## src/rtl/reg_access_ctrl_if.sv

```systemverilog
// Host/register-bank signal bundle for reg_access_ctrl.
// The master side is the host plus register bank; the slave side is the controller.
interface reg_access_ctrl_if #(
  parameter int NUM_REGS = 4,
  parameter int DATA_W   = 8,
  parameter int ADDR_W   = 8
);
  logic                       sel_en;
  logic                       wr_rd_s;
  logic [ADDR_W-1:0]          addr;
  logic [DATA_W-1:0]          wdata;
  logic [NUM_REGS*DATA_W-1:0] reg_rdata;
  logic [NUM_REGS-1:0]        wr_en;
  logic [DATA_W-1:0]          wr_data;
  logic [DATA_W-1:0]          rd_data;
  logic                       ack;
  logic                       err;
  logic                       busy;

  modport master (
    output sel_en, wr_rd_s, addr, wdata, reg_rdata,
    input  wr_en, wr_data, rd_data, ack, err, busy
  );

  modport slave (
    input  sel_en, wr_rd_s, addr, wdata, reg_rdata,
    output wr_en, wr_data, rd_data, ack, err, busy
  );
endinterface

```

## src/rtl/reg_access_ctrl.sv

```systemverilog
// Register-access controller: one read or write per select assertion, one-hot
// write strobes, muxed read-back with optional wait states, and range errors.
module reg_access_ctrl #(
  parameter int NUM_REGS = 4,
  parameter int DATA_W   = 8,
  parameter int ADDR_W   = 8,
  parameter int RD_WAIT  = 0
) (
  input  logic              clk,
  input  logic              rst_n,
  reg_access_ctrl_if.slave  host_io
);

  typedef enum logic [1:0] {IDLE, WRITE, READ, RELEASE} state_e;

  localparam logic [ADDR_W:0] NumRegsExt = (ADDR_W + 1)'(NUM_REGS);
  localparam logic [7:0]      RdWaitCnt  = 8'(RD_WAIT);

  state_e              state_q, state_d;
  logic [ADDR_W-1:0]   addr_q, addr_d;
  logic [7:0]          cnt_q, cnt_d;
  logic [NUM_REGS-1:0] wr_en_q, wr_en_d;
  logic [DATA_W-1:0]   wr_data_q, wr_data_d;
  logic [DATA_W-1:0]   rd_data_q, rd_data_d;
  logic                ack_q, ack_d;
  logic                err_q, err_d;
  logic                busy_q, busy_d;

  logic                inErr, latchedErr;
  logic [NUM_REGS-1:0] inOneHot;
  logic [DATA_W-1:0]   rdSel;

  // Full-width unsigned compare so high address bits are never aliased away.
  assign inErr      = ({1'b0, host_io.addr} >= NumRegsExt);
  assign latchedErr = ({1'b0, addr_q} >= NumRegsExt);

  always_comb begin
    inOneHot = '0;
    rdSel    = '0;
    for (int i = 0; i < NUM_REGS; i++) begin
      inOneHot[i] = (host_io.addr == ADDR_W'(i));
      if (addr_q == ADDR_W'(i)) rdSel = host_io.reg_rdata[i*DATA_W +: DATA_W];
    end
  end

  always_ff @(posedge clk or negedge rst_n) begin
    if (!rst_n) begin
      state_q   <= IDLE;
      addr_q    <= '0;
      cnt_q     <= '0;
      wr_en_q   <= '0;
      wr_data_q <= '0;
      rd_data_q <= '0;
      ack_q     <= 1'b0;
      err_q     <= 1'b0;
      busy_q    <= 1'b0;
    end else begin
      state_q   <= state_d;
      addr_q    <= addr_d;
      cnt_q     <= cnt_d;
      wr_en_q   <= wr_en_d;
      wr_data_q <= wr_data_d;
      rd_data_q <= rd_data_d;
      ack_q     <= ack_d;
      err_q     <= err_d;
      busy_q    <= busy_d;
    end
  end

  always_comb begin
    state_d = state_q;
    unique case (state_q)
      IDLE:    if (host_io.sel_en) state_d = host_io.wr_rd_s ? WRITE : READ;
      WRITE:   state_d = RELEASE;
      READ:    if (cnt_q == '0) state_d = RELEASE;
      RELEASE: if (!host_io.sel_en) state_d = IDLE;
      default: state_d = IDLE;
    endcase
  end

  // ack/err/wr_en default low so each is a single-cycle pulse.
  always_comb begin
    addr_d    = addr_q;
    cnt_d     = cnt_q;
    wr_en_d   = '0;
    wr_data_d = wr_data_q;
    rd_data_d = rd_data_q;
    ack_d     = 1'b0;
    err_d     = 1'b0;
    busy_d    = (state_d != IDLE);
    unique case (state_q)
      IDLE: begin
        if (host_io.sel_en) begin
          addr_d = host_io.addr;
          if (host_io.wr_rd_s) begin
            if (!inErr) begin
              wr_en_d   = inOneHot;
              wr_data_d = host_io.wdata;
            end
          end else begin
            cnt_d = RdWaitCnt;
          end
        end
      end
      WRITE: begin
        ack_d = 1'b1;
        err_d = latchedErr;
      end
      READ: begin
        if (cnt_q != '0) begin
          cnt_d = cnt_q - 8'd1;
        end else begin
          rd_data_d = rdSel;
          ack_d     = 1'b1;
          err_d     = latchedErr;
        end
      end
      default: ;
    endcase
  end

  assign host_io.wr_en   = wr_en_q;
  assign host_io.wr_data = wr_data_q;
  assign host_io.rd_data = rd_data_q;
  assign host_io.ack     = ack_q;
  assign host_io.err     = err_q;
  assign host_io.busy    = busy_q;

endmodule

```

## src/flat_wrapper.sv

```systemverilog
// flat-port wrapper written by rule: the top's interface ports become plain ports
module reg_access_ctrl_flat 
#(
  parameter int NUM_REGS = 4,
  parameter int DATA_W   = 8,
  parameter int ADDR_W   = 8,
  parameter int RD_WAIT  = 0
)
  (clk, rst_n, host_io_sel_en, host_io_wr_rd_s, host_io_addr, host_io_wdata, host_io_reg_rdata, host_io_wr_en, host_io_wr_data, host_io_rd_data, host_io_ack, host_io_err, host_io_busy);
  reg_access_ctrl_if #(.NUM_REGS(NUM_REGS), .DATA_W(DATA_W), .ADDR_W(ADDR_W)) host_io_i ();
  input  logic clk;
  input  logic rst_n;
  input wire logic [$bits(host_io_i.sel_en)-1:0] host_io_sel_en;
  input wire logic [$bits(host_io_i.wr_rd_s)-1:0] host_io_wr_rd_s;
  input wire logic [$bits(host_io_i.addr)-1:0] host_io_addr;
  input wire logic [$bits(host_io_i.wdata)-1:0] host_io_wdata;
  input wire logic [$bits(host_io_i.reg_rdata)-1:0] host_io_reg_rdata;
  output wire logic [$bits(host_io_i.wr_en)-1:0] host_io_wr_en;
  output wire logic [$bits(host_io_i.wr_data)-1:0] host_io_wr_data;
  output wire logic [$bits(host_io_i.rd_data)-1:0] host_io_rd_data;
  output wire logic [$bits(host_io_i.ack)-1:0] host_io_ack;
  output wire logic [$bits(host_io_i.err)-1:0] host_io_err;
  output wire logic [$bits(host_io_i.busy)-1:0] host_io_busy;
  assign host_io_i.sel_en = host_io_sel_en;
  assign host_io_i.wr_rd_s = host_io_wr_rd_s;
  assign host_io_i.addr = host_io_addr;
  assign host_io_i.wdata = host_io_wdata;
  assign host_io_i.reg_rdata = host_io_reg_rdata;
  assign host_io_wr_en = host_io_i.wr_en;
  assign host_io_wr_data = host_io_i.wr_data;
  assign host_io_rd_data = host_io_i.rd_data;
  assign host_io_ack = host_io_i.ack;
  assign host_io_err = host_io_i.err;
  assign host_io_busy = host_io_i.busy;
  reg_access_ctrl #(.NUM_REGS(NUM_REGS), .DATA_W(DATA_W), .ADDR_W(ADDR_W), .RD_WAIT(RD_WAIT)) u_core (.clk(clk), .rst_n(rst_n), .host_io(host_io_i));
endmodule
```

## config.mk

```make
export PLATFORM = sky130hd
export DESIGN_NAME = reg_access_ctrl_flat
export DESIGN_NICKNAME = d
export VERILOG_FILES = /design/src/rtl/reg_access_ctrl_if.sv /design/src/rtl/reg_access_ctrl.sv /design/src/flat_wrapper.sv
export SDC_FILE = /design/constraint.sdc
export NUM_CORES = 1
export LEC_CHECK = 0
export ABC_AREA = 1
export BUFFER_PORTS_ARGS = -buffer_cell sky130_fd_sc_hd__buf_4
export CELL_PAD_IN_SITES_DETAIL_PLACEMENT = 1
export CELL_PAD_IN_SITES_GLOBAL_PLACEMENT = 1
export CORE_MARGIN = 4
export CORE_UTILIZATION = 38
export CTS_BUF_LIST = sky130_fd_sc_hd__clkbuf_8 sky130_fd_sc_hd__clkbuf_16
export CTS_CLUSTER_SIZE = 28
export DETAILED_ROUTE_END_ITERATION = 10
export HOLD_SLACK_MARGIN = 0.12
export PLACE_DENSITY = 0.86
export SYNTH_ARGS = -nofsm -noshare
export SYNTH_HDL_FRONTEND = slang
export SYNTH_SLANG_ARGS = --single-unit
```

## constraint.sdc

```tcl
create_clock -name clk -period 3.9 [get_ports clk]
set_input_delay 0.39 -clock clk [delete_from_list [all_inputs] [get_ports clk]]
set_output_delay 0.39 -clock clk [all_outputs]
set_load 0.01 [all_outputs]
```

* After elaboration in Yosys (flattened, before gate mapping) *
Index checks and enable logic that the tools add are counted.

storage, ports and cells
  input port bits = 52
  output and inout bits = 23
  logic and storage cells = 58
  flip-flop bits (word level) = 41

operators by class
  eq/ne operators = 12
  reduce and logical (&&, ||, !) cells = 11
  magnitude comparators = 2
  multiplexer cells = 21
  add/subtract/negate cells = 1
  bitwise gates (word level) = 2

operator list
  cell                   count
  $mux W8                7
  $eq A8 B2 Y1 const B   4
  $logic_not A8 Y1       3
  $eq A8 B1 Y1 const B   2
  $ge A8 B3 Y1 const B   2
  $mux W4                4
  $pmux W8 S2            1
  $mux W2                4
  $pmux W2 S4            1
  $reduce_and A4 Y1      2
  $reduce_bool A8 Y1     1
  $sub A8 B1 Y8 const B  1
  $eq A2 B2 Y1 const B   2
  $ne A2 B2 Y1 const B   2
  $pmux W1 S2            2
  $reduce_and A2 Y1      2
  $reduce_bool A2 Y1     2
  $eq A2 B1 Y1 const B   1
  $logic_not A2 Y1       1
  $mux W1                2
  $ne A2 B1 Y1 const B   1
  $not A1 Y1             2

* Depth between registers and ports, before layout *
Gate-level depths: netlist of the first run.

  word-level depth = 5
  mapped depth = 10
  gate-level depth less buffers = 10

* Least setup slack after synthesis of the first run *
Ideal clock, no wire load.

  path type = register -> register
  start = register u_core.state_q[0]
  end = register u_core.cnt_q[1]
  library setup time = 126 ps
  required time = 3774 ps
  arrival = 1371 ps
  stages on the path, launching flop included = 9
  setup slack = 2403 ps
  buffers on the path = 1
  clock period less this slack = 1497 ps
  cells stage by stage = dfrtp_1 > inv_1 > ha_1 > inv_2 > nor2_2 > nand4_2 > buf_6 > nand3_1 > o21ai_0

between the ends
  longest elaborated chain between the ends = 3
  elaborated cells between the ends (all ways) = 8
  those cells by class = eq/ne (4); mux (1); reduce/logical (3)

RTL lines
  item                                                         line                   RTL
  from (decl)                                                  reg_access_ctrl.sv:19  state_e state_q, state_d;
  from (signal assigned)                                       reg_access_ctrl.sv:58  state_q <= state_d;
  $eq A2 B2 Y1 / $logic_not A2 Y1 (equally long branches)      reg_access_ctrl.sv:91  unique case (state_q)
  $ne A2 B1 Y1 (no source line), or another cell as far along  -
  $reduce_and A4 Y1 (no source line)                           -
  to (signal assigned)                                         reg_access_ctrl.sv:60  cnt_q <= cnt_d;
  to (decl)                                                    reg_access_ctrl.sv:21  logic [7:0] cnt_q, cnt_d;

Several ways; a longest one is shown, not always the timed one.
A chain may end at the register's enable or synchronous reset.

* Final worst setup path of the first run *
  start = register u_core.state_q[0]
  end = register u_core.rd_data_q[0], in the netlist u_core.host_io.rd_data[0]

between the ends
  longest elaborated chain between the ends = 2

RTL lines
  item                                line                   RTL
  $eq A2 B2 Y1                        reg_access_ctrl.sv:91
  $reduce_and A2 Y1 (no source line)  -
  to (signal assigned)                reg_access_ctrl.sv:63  rd_data_q <= rd_data_d;
  to (decl)                           reg_access_ctrl.sv:24  logic [DATA_W-1:0] rd_data_q, rd_data_d;

Every way passes these cells.

==> reports/qor.yml, run 1 <==
ios: 75
critPathMostFrequentCell: "nand2_1"
rsz0062_at_grt: "false"
hold_viol_final: 0
cts-root-buf: "clkbuf_8"
grt_overflow: 0
min_path_type: "input pin to register"
vias: 2156
run_status: "finished clean"
synth_nets: 354
ys_warn_count: 0
avgRoutedWirePerCell_um: 14.1
rows: 27
fin_util_pct: 52.6
p_leak_nw: 1.71
drt_iter0_drc: 53
syn_area_um2: 2270
die_h_um: 85.3
dp_cells: 436
slew_headroom_pct: 48.8
cts_tree: "yes"
finalCriticalPeriod_ns: 1.96
crit_chain: "inv_1 -> ha_1 -> inv_2 -> nor2_2 -> nand4_2 -> inv_2 -> nand2_1 -> inv_1 -> nand2_1 -> nand2_1"
fin_nets: 429
clockBufferDepth: 2
drive_above_1_share_pct: 26.9
setup.worst_path.class: "register to register"
cp-start-kind: "register"
crit_required_ns: 4.13
tightest_slew_ns: 0.765
slew_violations: 0
port_buffers: 74
die-area_um2: 7280
grt_pass1_wl_um: 11100
dp_hpwl_um: 4850
grt_max_degree: 42
crit_family: "simple AND/OR/NAND/NOR gates"
cap_violations: 0
totalWireLength_um: 6240
arrival_ns: 2.19
cts_sinks: 41
synth_ff_type: "dfrtp_1"
final_cell_mix: "nand2_1, buf_4, nor2_1"
synth_edf_count: 0
setup_viol: 0
vias_per_cell: 4.86
antenna_found_initial: 0
cp-end-kind: "register"
p_per_area_nw_per_um2: 621
cp_slowest_cell: "dfrtp_1"
core-area_um2: 5640
min_period_over_period_pct: 50.3
drt_first_pass_iters: 4
synth_cell_type_count: 31
stdcell_count: 444
syn_inst: 297
cts_max_level: 2
start_util_pct: 40.3
layout_commonest_cell: "nand2_1"
clk_latency_ns: 0.29
finalWeightedCongestion: 0.851
path_buf_inv: 4
numCtsBuffers: 5
drtAntennaViolNets: 0
fmax_ghz: 0.510
fin_worst_skew_ns: 0.00586
ys_seq_area_share_pct: 45.2
critPathMaxFanout: 12
synth_seq_cells: 41
syn2layout_area_growth_pct: 30.6
ir_worst_vdd_mv: 0.239
tns_ns: 0
cpPeakStageDelay_ns: 0.42
syn_area_per_cell_um2: 7.65
grt_use_total_pct: 18.8
n_antenna_cell: 0
die_x_um: 85.3
clk_pin_slew_ns: 0.07
grt_pass1_vias: 2440
cts_setup_buffers: 0
synth-async-reset-ratio_pct: 100
drc: 0
==> final cells by class <==
type                    count  area [um2]
repair buffers             75         566
multi-input cells         216        1070
clock inverters             1        3.75
inverters                  33         124
flip-flops and latches     41        1030
fillers                   720        2680
well taps                  72        90.1
clock buffers               6        82.6
==> power by group <==
| part | leakage, nW | total (mW) | switching (mW) | internal (mW) |
|---|---|---|---|---|
| Clock | 0.0485 | 0.279 | 0.141 | 0.138 |
| Sequential | 0.543 | 0.698 | 0.134 | 0.564 |
| Combinational | 1.12 | 0.866 | 0.520 | 0.346 |
| Total | 1.71 | 1.84 | 0.795 | 1.05 |
==> sequential cells by signal, summed over array words and instances, names as in the netlist <==
register,cells
u_core.host_io.ack,1
u_core.state_q,2
u_core.host_io.wr_en,4
u_core.host_io.busy,1
u_core.host_io.err,1
u_core.addr_q,8
u_core.cnt_q,8
u_core.host_io.rd_data,8
u_core.host_io.wr_data,8
==> kinds of logic (layout without fill, tap and decap cells) <==
kind of cell	Yosys count	in the layout	synth area share (%)
adder cells (fa/ha/maj)	5	5	2.75
XOR/XNOR	5	5	1.93
AO/OA/AOI/OAI	21	21	5.01
buffers and inverters	40	115	7.55
AND/OR/NAND/NOR	185	185	37.6
flip-flops	41	41	45.2
==> worst paths after layout <==
| check | from | to | slack (ns) | cells after the start |
|---|---|---|---|---|
| setup / recovery | u_core.state_q[0]$_DFF_PN0_ | u_core.host_io.rd_data[0]$_DFFE_PN0P_ | 1.94 | 10 |
| hold / removal | host_io_addr[1] | u_core.host_io.wr_en[1]$_DFF_PN0_ | 0.27 | 2 |
| setup reg to reg | u_core.state_q[0]$_DFF_PN0_ | u_core.host_io.rd_data[0]$_DFFE_PN0P_ | 1.94 | 10 |
| hold reg to reg | u_core.host_io.wr_data[7]$_DFFE_PN0P_ | u_core.host_io.wr_data[7]$_DFFE_PN0P_ | 0.48 | 2 |
| max in group asynchronous | rst_n | u_core.host_io.wr_data[6]$_DFFE_PN0P_ | 2.91 | 2 |
| min in group asynchronous | rst_n | u_core.cnt_q[6]$_DFFE_PN0P_ | 0.62 | 2 |
==> metrics by stage <==
| step | setup slack [ns] | area, um2 | power (mW) | hold slack, ns |
|---|---|---|---|---|
| floorplan | 2.40 | 2270 | 1.27 | 0.0944 |
| global placement | 2.08 | 2870 | 1.52 | 0.407 |
| detailed placement | 1.96 | 2870 | 1.58 | 0.404 |
| CTS | 1.91 | 2970 | 1.87 | 0.255 |
| global route | 1.65 | 2970 | 2.04 | 0.262 |
| finish | 1.94 | 2970 | 1.84 | 0.265 |
==> cells in the mapped netlist (all sizes together) (2+ instances only) <==
cell / n / area [um2]
or2: 6 / 37.5
nand4: 6 / 43.8
ha: 5 / 62.6
buf: 4 / 35.0
nand2: 96 / 375
nor3: 5 / 30.0
nand3: 21 / 123
dfrtp: 41 / 1030
o21ai: 17 / 88.8
nor2: 47 / 214
a21oi: 2 / 10.0
clkbuf: 3 / 12.5
inv: 33 / 124
xor2: 4 / 35.0
nand3b: 4 / 30.0
==> metal layers <==
| metal | track usage, % | wire (um) | up-vias |
|---|---|---|---|
| met5 | 0 | 0 | - |
| li1 | - | - | 1069 |
| met4 | 4.60 | 93 | 0 |
| met1 | 21.6 | 2480 | 1017 |
| met2 | 33.5 | 3220 | 59 |
| met3 | 5.92 | 441 | 11 |
==> timing repair <==
action / 4_1_cts / 5_1_grt
hold endpoints to repair: 41 / 0
hold buffers: 1 / 0
resized for setup: 0 / 0
endpoints found under the setup margin: 0 / 0
No activity file was read; power rests on OpenSTA's default activity.
==> inputs of run 2 (changes only) <==
--- a/config.mk
+++ b/config.mk
@@ -5,17 +5,17 @@
 export SDC_FILE = /design/constraint.sdc
 export NUM_CORES = 1
 export LEC_CHECK = 0
-export ABC_AREA = 1
+export ABC_AREA = 0
 export BUFFER_PORTS_ARGS = -buffer_cell sky130_fd_sc_hd__buf_4
 export CELL_PAD_IN_SITES_DETAIL_PLACEMENT = 1
 export CELL_PAD_IN_SITES_GLOBAL_PLACEMENT = 1
 export CORE_MARGIN = 4
-export CORE_UTILIZATION = 38
+export CORE_UTILIZATION = 37
 export CTS_BUF_LIST = sky130_fd_sc_hd__clkbuf_8 sky130_fd_sc_hd__clkbuf_16
 export CTS_CLUSTER_SIZE = 28
 export DETAILED_ROUTE_END_ITERATION = 10
 export HOLD_SLACK_MARGIN = 0.12
-export PLACE_DENSITY = 0.86
+export PLACE_DENSITY = 0.82
 export SYNTH_ARGS = -nofsm -noshare
 export SYNTH_HDL_FRONTEND = slang
 export SYNTH_SLANG_ARGS = --single-unit
==> constraint.sdc (replaced) <==
create_clock -name clk -period 1.91 [get_ports clk]
set_input_delay 0.191 -clock clk [delete_from_list [all_inputs] [get_ports clk]]
set_output_delay 0.191 -clock clk [all_outputs]
set_load 0.01 [all_outputs]
==> reports/qor.yml, run 2 <==
clk_pin_slew_ns: 0.09  # +0.02 ns
ir_worst_vdd_mv: 0.602  # +150%
finalWeightedCongestion: 0.815  # -4.2%
cts-root-buf: "clkbuf_8"
grt_pass1_wl_um: 9440  # -15%
layout_commonest_cell: "buf_4"
setup.worst_path.class: "register to register"
fmax_ghz: 0.544  # +6.6%
synth_cell_type_count: 34  # +9.7%
p_leak_nw: 1.48  # -13%
synth-async-reset-ratio_pct: 100  # unchanged
cp_slowest_cell: "or4_4"
cp-end-kind: "register"
arrival_ns: 2.03  # -0.16 ns
die_h_um: 82.2  # -3.6%
dp_slack_ns: -0.0705  # -2.03 ns
drt_first_pass_iters: 4  # unchanged
finalCriticalPeriod_ns: 1.84  # -0.122 ns
syn_inst: 197  # -34%
crit_chain: "inv_1 -> ha_2 -> and4bb_4 -> a22o_4 -> or4_4 -> mux2i_1"
grt_overflow: 0  # unchanged
rows: 26  # -3.7%
ys_seq_area_share_pct: 50.3  # +5.1 points
cts_sinks: 41  # unchanged
slew_violations: 0  # unchanged
synth_seq_cells: 41  # unchanged
grt_pass1_vias: 2030  # -17%
setup_slack_ns: 0.0719  # -1.87 ns
ys_top_cells_by_count: "dfrtp_1, nand2_1, o21ai_0, o21ai_1, mux2_2"
die_x_um: 82.2  # -3.6%
synth.area.top_cells: "dfrtp_1, mux2_2, mux2i_1"
numCtsBuffers: 5  # unchanged
min_path_type: "input pin to register"
cts_max_level: 2  # unchanged
yosysTopAreaCell: "dfrtp_1"
drc: 0  # unchanged
min_period_over_period_pct: 96.2  # +46 points
synth_ff_type: "dfrtp_1"
core-area_um2: 5240  # -7.2%
tightest_slew_ns: 0.530  # -0.235 ns
cp-start-kind: "register"
die-area_um2: 6760  # -7.0%
vias: 1861  # -14%
synth_top_area_share_pct: 50.3  # +5.1 points
avgRoutedWirePerCell_um: 16.1  # +14%
cts_tree: "yes"
grt_max_degree: 42  # unchanged
syn2layout_area_growth_pct: 47.7
drive_above_1_share_pct: 42.2  # +15 points
whs_path_depth: 2  # unchanged
ios: 75  # unchanged
cts_setup_buffers: 0  # unchanged
fin_nets: 352  # -18%
dp_hpwl_um: 4390  # -9.5%
clk_latency_ns: 0.30  # about the same
n_antenna_cell: 0  # unchanged
clockBufferDepth: 2  # unchanged
crit_required_ns: 2.10  # -2.03 ns
final_cell_mix: "buf_4, dfrtp_1, nand2_1"
synth_nets: 254  # -28%
ys_warn_count: 0  # unchanged
run_status: "finished clean"
holdWs_ns: 0.129  # -0.136 ns
drt_iter0_drc: 58  # +9.4%
syn_area_um2: 2040  # -10%
yosysMostFrequentCell: "dfrtp_1"
rr_worst_depth: 6  # -4
grt_use_total_pct: 18.5  # -0.31 points
syn_area_per_cell_um2: 10.4  # +35%
drtAntennaViolNets: 0  # unchanged
vias_per_cell: 5.08  # +4.7%
cpPeakStageDelay_ns: 0.48  # +0.06 ns
fin_worst_skew_ns: 0.0110  # +0.00513 ns
rsz0062_at_grt: "true"
slew_headroom_pct: 64.6  # +16 points
setup_viol: 0  # unchanged
synth_edf_count: 0  # unchanged
totalWireLength_um: 5880  # -5.7%
p_per_area_nw_per_um2: 1260  # +100%
port_buffers: 74  # unchanged
antenna_found_initial: 0  # unchanged
start_util_pct: 38.9  # -1.3 points
hold_viol_final: 0  # unchanged
critPathMaxFanout: 5  # -7
cap_violations: 0  # unchanged
run 2: timing repair:
| action | CTS | global route |
|---|---|---|
| hold endpoints to repair | 52 | 0 |
| resized for setup | 1 | 5 |
| hold buffers | 11 | 0 |
| setup endpoints to repair | 8 | 10 |
| pin swaps | 0 | 1 |
run 2: cells by family (layout without fill, tap and decap cells):
family,Yosys count,after routing,share of synthesized area [%]
buffers and inverters,15,114,3.01
DFF,41,41,50.3
adders and majority gates,5,5,3.07
AOI/OAI and AO/OA,52,52,15.0
and+or+nand+nor,58,58,15.0
muxes,26,26,13.6
run 2: cell type report:
type	instances	area (um2)
Fill cell	597	2220
Sequential cell	41	1030
Multi-Input combinational cell	141	987
Timing Repair Buffer	99	771
Tap cell	70	87.6
Clock buffer	5	68.8
Clock inverter	3	46.3
Inverter	7	26.3
run 2: path summary, 6_finish.rpt:
kind,start,endpoint,slack [ns]
setup reg to reg,u_core.cnt_q[1]$_DFFE_PN0P_,u_core.cnt_q[5]$_DFFE_PN0P_,0.07
hold reg to reg,u_core.host_io.rd_data[7]$_DFFE_PN0P_,u_core.host_io.rd_data[7]$_DFFE_PN0P_,0.49
min in group asynchronous,rst_n,u_core.state_q[1]$_DFF_PN0_,0.40
hold / removal,host_io_addr[3],u_core.addr_q[3]$_DFFE_PN0P_,0.13
max in group asynchronous,rst_n,u_core.host_io.rd_data[5]$_DFFE_PN0P_,1.13
setup / recovery,u_core.cnt_q[1]$_DFFE_PN0P_,u_core.cnt_q[5]$_DFFE_PN0P_,0.07
run 2: power by group:
group | leakage [nW] | switching, mW | internal [mW]
registers | 0.536 | 0.176 | 1.12
clock network | 0.0543 | 0.328 | 0.391
logic | 0.894 | 0.868 | 0.908
run 2: metrics by stage:
stage,power [mW],util [%],cell area (um2),TNS (ns),std cells
after CTS,3.78,57.0,2990,0,366
after detailed placement,3.01,52.7,2760,-0.320,347
after global placement,2.94,52.7,2760,-0.000313,347
after floorplan,2.32,-,2050,0,197
final,3.79,57.5,3010,0,366
after global routing,4.10,57.5,3010,-0.00315,366
run 2: per-layer routing:
| layer | GRT usage [%] | share of wire [%] | up-vias |
|---|---|---|---|
| met4 | 4.49 | 1.3 | 0 |
| met1 | 21.6 | 40 | 903 |
| li1 | - | - | 894 |
| met2 | 33.5 | 52 | 55 |
| met5 | 0 | 0 | - |
| met3 | 4.66 | 6.7 | 9 |
run 2: worst max-delay path: cells and delay by family (launching register included):
| family | cells | cell delay [ns] |
|---|---|---|
| muxes | 1 | 0.13 |
| AOI/OAI and AO/OA | 1 | 0.25 |
| and+or+nand+nor | 2 | 0.70 |
| DFF | 1 | 0.41 |
| adders and majority gates | 1 | 0.18 |
| buffers and inverters | 1 | 0.06 |
==> inputs of run 3 (changes only) <==
--- a/config.mk
+++ b/config.mk
@@ -5,17 +5,17 @@
 export SDC_FILE = /design/constraint.sdc
 export NUM_CORES = 1
 export LEC_CHECK = 0
-export ABC_AREA = 0
+export ABC_AREA = 1
 export BUFFER_PORTS_ARGS = -buffer_cell sky130_fd_sc_hd__buf_4
 export CELL_PAD_IN_SITES_DETAIL_PLACEMENT = 1
 export CELL_PAD_IN_SITES_GLOBAL_PLACEMENT = 1
 export CORE_MARGIN = 4
-export CORE_UTILIZATION = 37
+export CORE_UTILIZATION = 36
 export CTS_BUF_LIST = sky130_fd_sc_hd__clkbuf_8 sky130_fd_sc_hd__clkbuf_16
 export CTS_CLUSTER_SIZE = 28
 export DETAILED_ROUTE_END_ITERATION = 10
 export HOLD_SLACK_MARGIN = 0.12
-export PLACE_DENSITY = 0.82
+export PLACE_DENSITY_LB_ADDON = 0.1
 export SYNTH_ARGS = -nofsm -noshare
 export SYNTH_HDL_FRONTEND = slang
 export SYNTH_SLANG_ARGS = --single-unit
==> reports/qor.yml, run 3 (same netlist as run 1, synthesis figures left out) <==
hold_viol_final: 0  # unchanged
drtAntennaViolNets: 0  # unchanged
drc: 0  # unchanged
tns_ns: 0  # unchanged
grt_use_total_pct: 16.9  # -1.5 points
numCtsBuffers: 5  # unchanged
start_util_pct: 37.7  # -1.3 points
vias: 2150  # +16%
stdcell_area_um2: 3060  # +1.6%
cp-start-kind: "register"
holdWs_ns: 0.126  # -0.00336 ns
p_leak_nw: 1.75  # +18%
drive_above_1_share_pct: 28.2  # -14 points
area.sequential_um2: 1030  # unchanged
setup_slack_ns: 0.180  # +0.109 ns
cp_slowest_cell: "dfrtp_1"
drt_iter0_drc: 52  # -10%
cap_violations: 0  # unchanged
finalCriticalPeriod_ns: 1.73  # -0.109 ns
port_buffers: 74  # unchanged
clockBufferDepth: 2  # unchanged
clk_latency_ns: 0.29  # about the same
min_path_type: "input pin to register"
fill_cells: 781  # +31%
p_per_area_nw_per_um2: 1300  # +3.3%
rows: 28  # +7.7%
cts_sinks: 41  # unchanged
drt_first_pass_iters: 4  # unchanged
ir_worst_vdd_mv: 0.591  # -1.9%
fin_nets: 436  # +24%
slew_violations: 0  # unchanged
critPathMaxFanout: 6  # +1
grt_pass1_vias: 2245  # +11%
arrival_ns: 1.94  # -0.09 ns
tightest_slew_ns: 0.532  # +0.00204 ns
grt_max_degree: 42  # unchanged
run_status: "finished clean"
multi_input_area_um2: 1080  # +9.9%
die_x_um: 87.4  # +6.3%
antenna_found_initial: 0  # unchanged
cpPeakStageDelay_ns: 0.42  # -0.06 ns
cts_tree: "yes"
crit_chain: "inv_1 -> ha_2 -> inv_2 -> nor2_2 -> nand4_4 -> nand3_4 -> clkbuf_2 -> nand2_1 -> o21ai_0"
finalWeightedCongestion: 0.779  # -4.5%
vias_per_cell: 4.73  # -7.1%
fin_util_pct: 50.8  # -6.7 points
dp_slack_ns: 0.193  # +0.264 ns
ios: 75  # unchanged
slew_headroom_pct: 64.5  # -0.14 points
clk_pin_slew_ns: 0.08  # about the same
core-area_um2: 6030  # +15%
n_antenna_cell: 0  # unchanged
rsz0062_at_grt: "false"
final_cell_mix: "nand2_1, buf_4, nor2_1"
setup.worst_path.class: "register to register"
cp-end-kind: "register"
cts_max_level: 2  # unchanged
dp_hpwl_um: 4640  # +5.6%
stdcell_count: 455  # +24%
grt_overflow: 0  # unchanged
syn2layout_area_growth_pct: 34.8
totalWireLength_um: 6150  # +4.5%
setup_viol: 0  # unchanged
path_buf_inv: 3  # +2
avgRoutedWirePerCell_um: 13.5  # -16%
cts-root-buf: "clkbuf_8"
fin_worst_skew_ns: 0.0105  # -0.000447 ns
die_h_um: 87.4  # +6.3%
fmax_ghz: 0.578  # +6.3%
finalPower_mw: 3.98  # +5.0%
layout_commonest_cell: "nand2_1"
min_period_over_period_pct: 90.6  # -5.7 points
crit_family: "simple AND/OR/NAND/NOR gates"
grt_pass1_wl_um: 10300  # +9.0%
crit_required_ns: 2.12  # +0.02 ns
die-area_um2: 7640  # +13%
dp_cells: 442  # +27%
placed_cell_area_um2: 2900  # +4.9%
[run 3: cell types whose count changed in the layout (fill, tap and decap cells not counted), moves of 6 or more]
cell,before,now
nor3_1,10,4
inv_1,6,31
mux2_2,14,0
nor2_1,2,43
nand3_1,1,19
buf_4,88,78
nand2_1,26,94
o21ai_1,15,1
o21ai_0,23,15
mux2i_1,12,0
dlygate4sd3_1,11,3
[run 3: what timing repair did]
action                     in CTS  in global routing
hold buffers                    3                  0
setup endpoints to repair       0                  8
hold endpoints to repair       44                  0
resized for setup               0                  2
setup buffers                   0                  2
[run 3: path summary, 6_finish.rpt]
| kind | start | to | slack, ns | cells after the start |
|---|---|---|---|---|
| max | u_core.state_q[0]$_DFF_PN0_ | u_core.cnt_q[1]$_DFFE_PN0P_ | 0.18 | 9 |
| min | host_io_wdata[6] | u_core.host_io.wr_data[6]$_DFFE_PN0P_ | 0.13 | 3 |
| max reg2reg | u_core.state_q[0]$_DFF_PN0_ | u_core.cnt_q[1]$_DFFE_PN0P_ | 0.18 | 9 |
| min reg2reg | u_core.host_io.wr_data[6]$_DFFE_PN0P_ | u_core.host_io.wr_data[6]$_DFFE_PN0P_ | 0.48 | 2 |
| max in group asynchronous | rst_n | u_core.state_q[0]$_DFF_PN0_ | 1.12 | 2 |
| min in group asynchronous | rst_n | u_core.host_io.rd_data[1]$_DFFE_PN0P_ | 0.43 | 2 |
[run 3: cell type report]
class	instances	area share, %
Inverter	33	4.05
Timing Repair Buffer	82	20.3
Sequential cell	41	33.5
Clock buffer	5	2.25
Tap cell	75	3.07
Clock inverter	3	1.39
Multi-Input combinational cell	216	35.4
[run 3: worst reg2reg max path, cell delays in order (launching register included)]
cell	delay (ns)
dfrtp_1	0.42
inv_1	0.14
ha_2	0.24
inv_2	0.08
nor2_2	0.16
nand4_4	0.15
nand3_4	0.17
clkbuf_2	0.17
nand2_1	0.06
o21ai_0	0.07
[run 3: routing by layer]
layer	global-route usage [%]	vias to the layer above	wire, um
li1	-	1088	-
met1	20.4	1018	2570
met2	30.5	42	3180
met3	4.54	2	364
met4	2.51	0	25
met5	0	-	0
[run 3: power by group]
part / switching (mW) / leakage, nW / total [mW] / internal (mW)
logic: 1.12 / 1.15 / 1.90 / 0.772
clock network: 0.300 / 0.0595 / 0.687 / 0.387
registers: 0.243 / 0.543 / 1.40 / 1.15
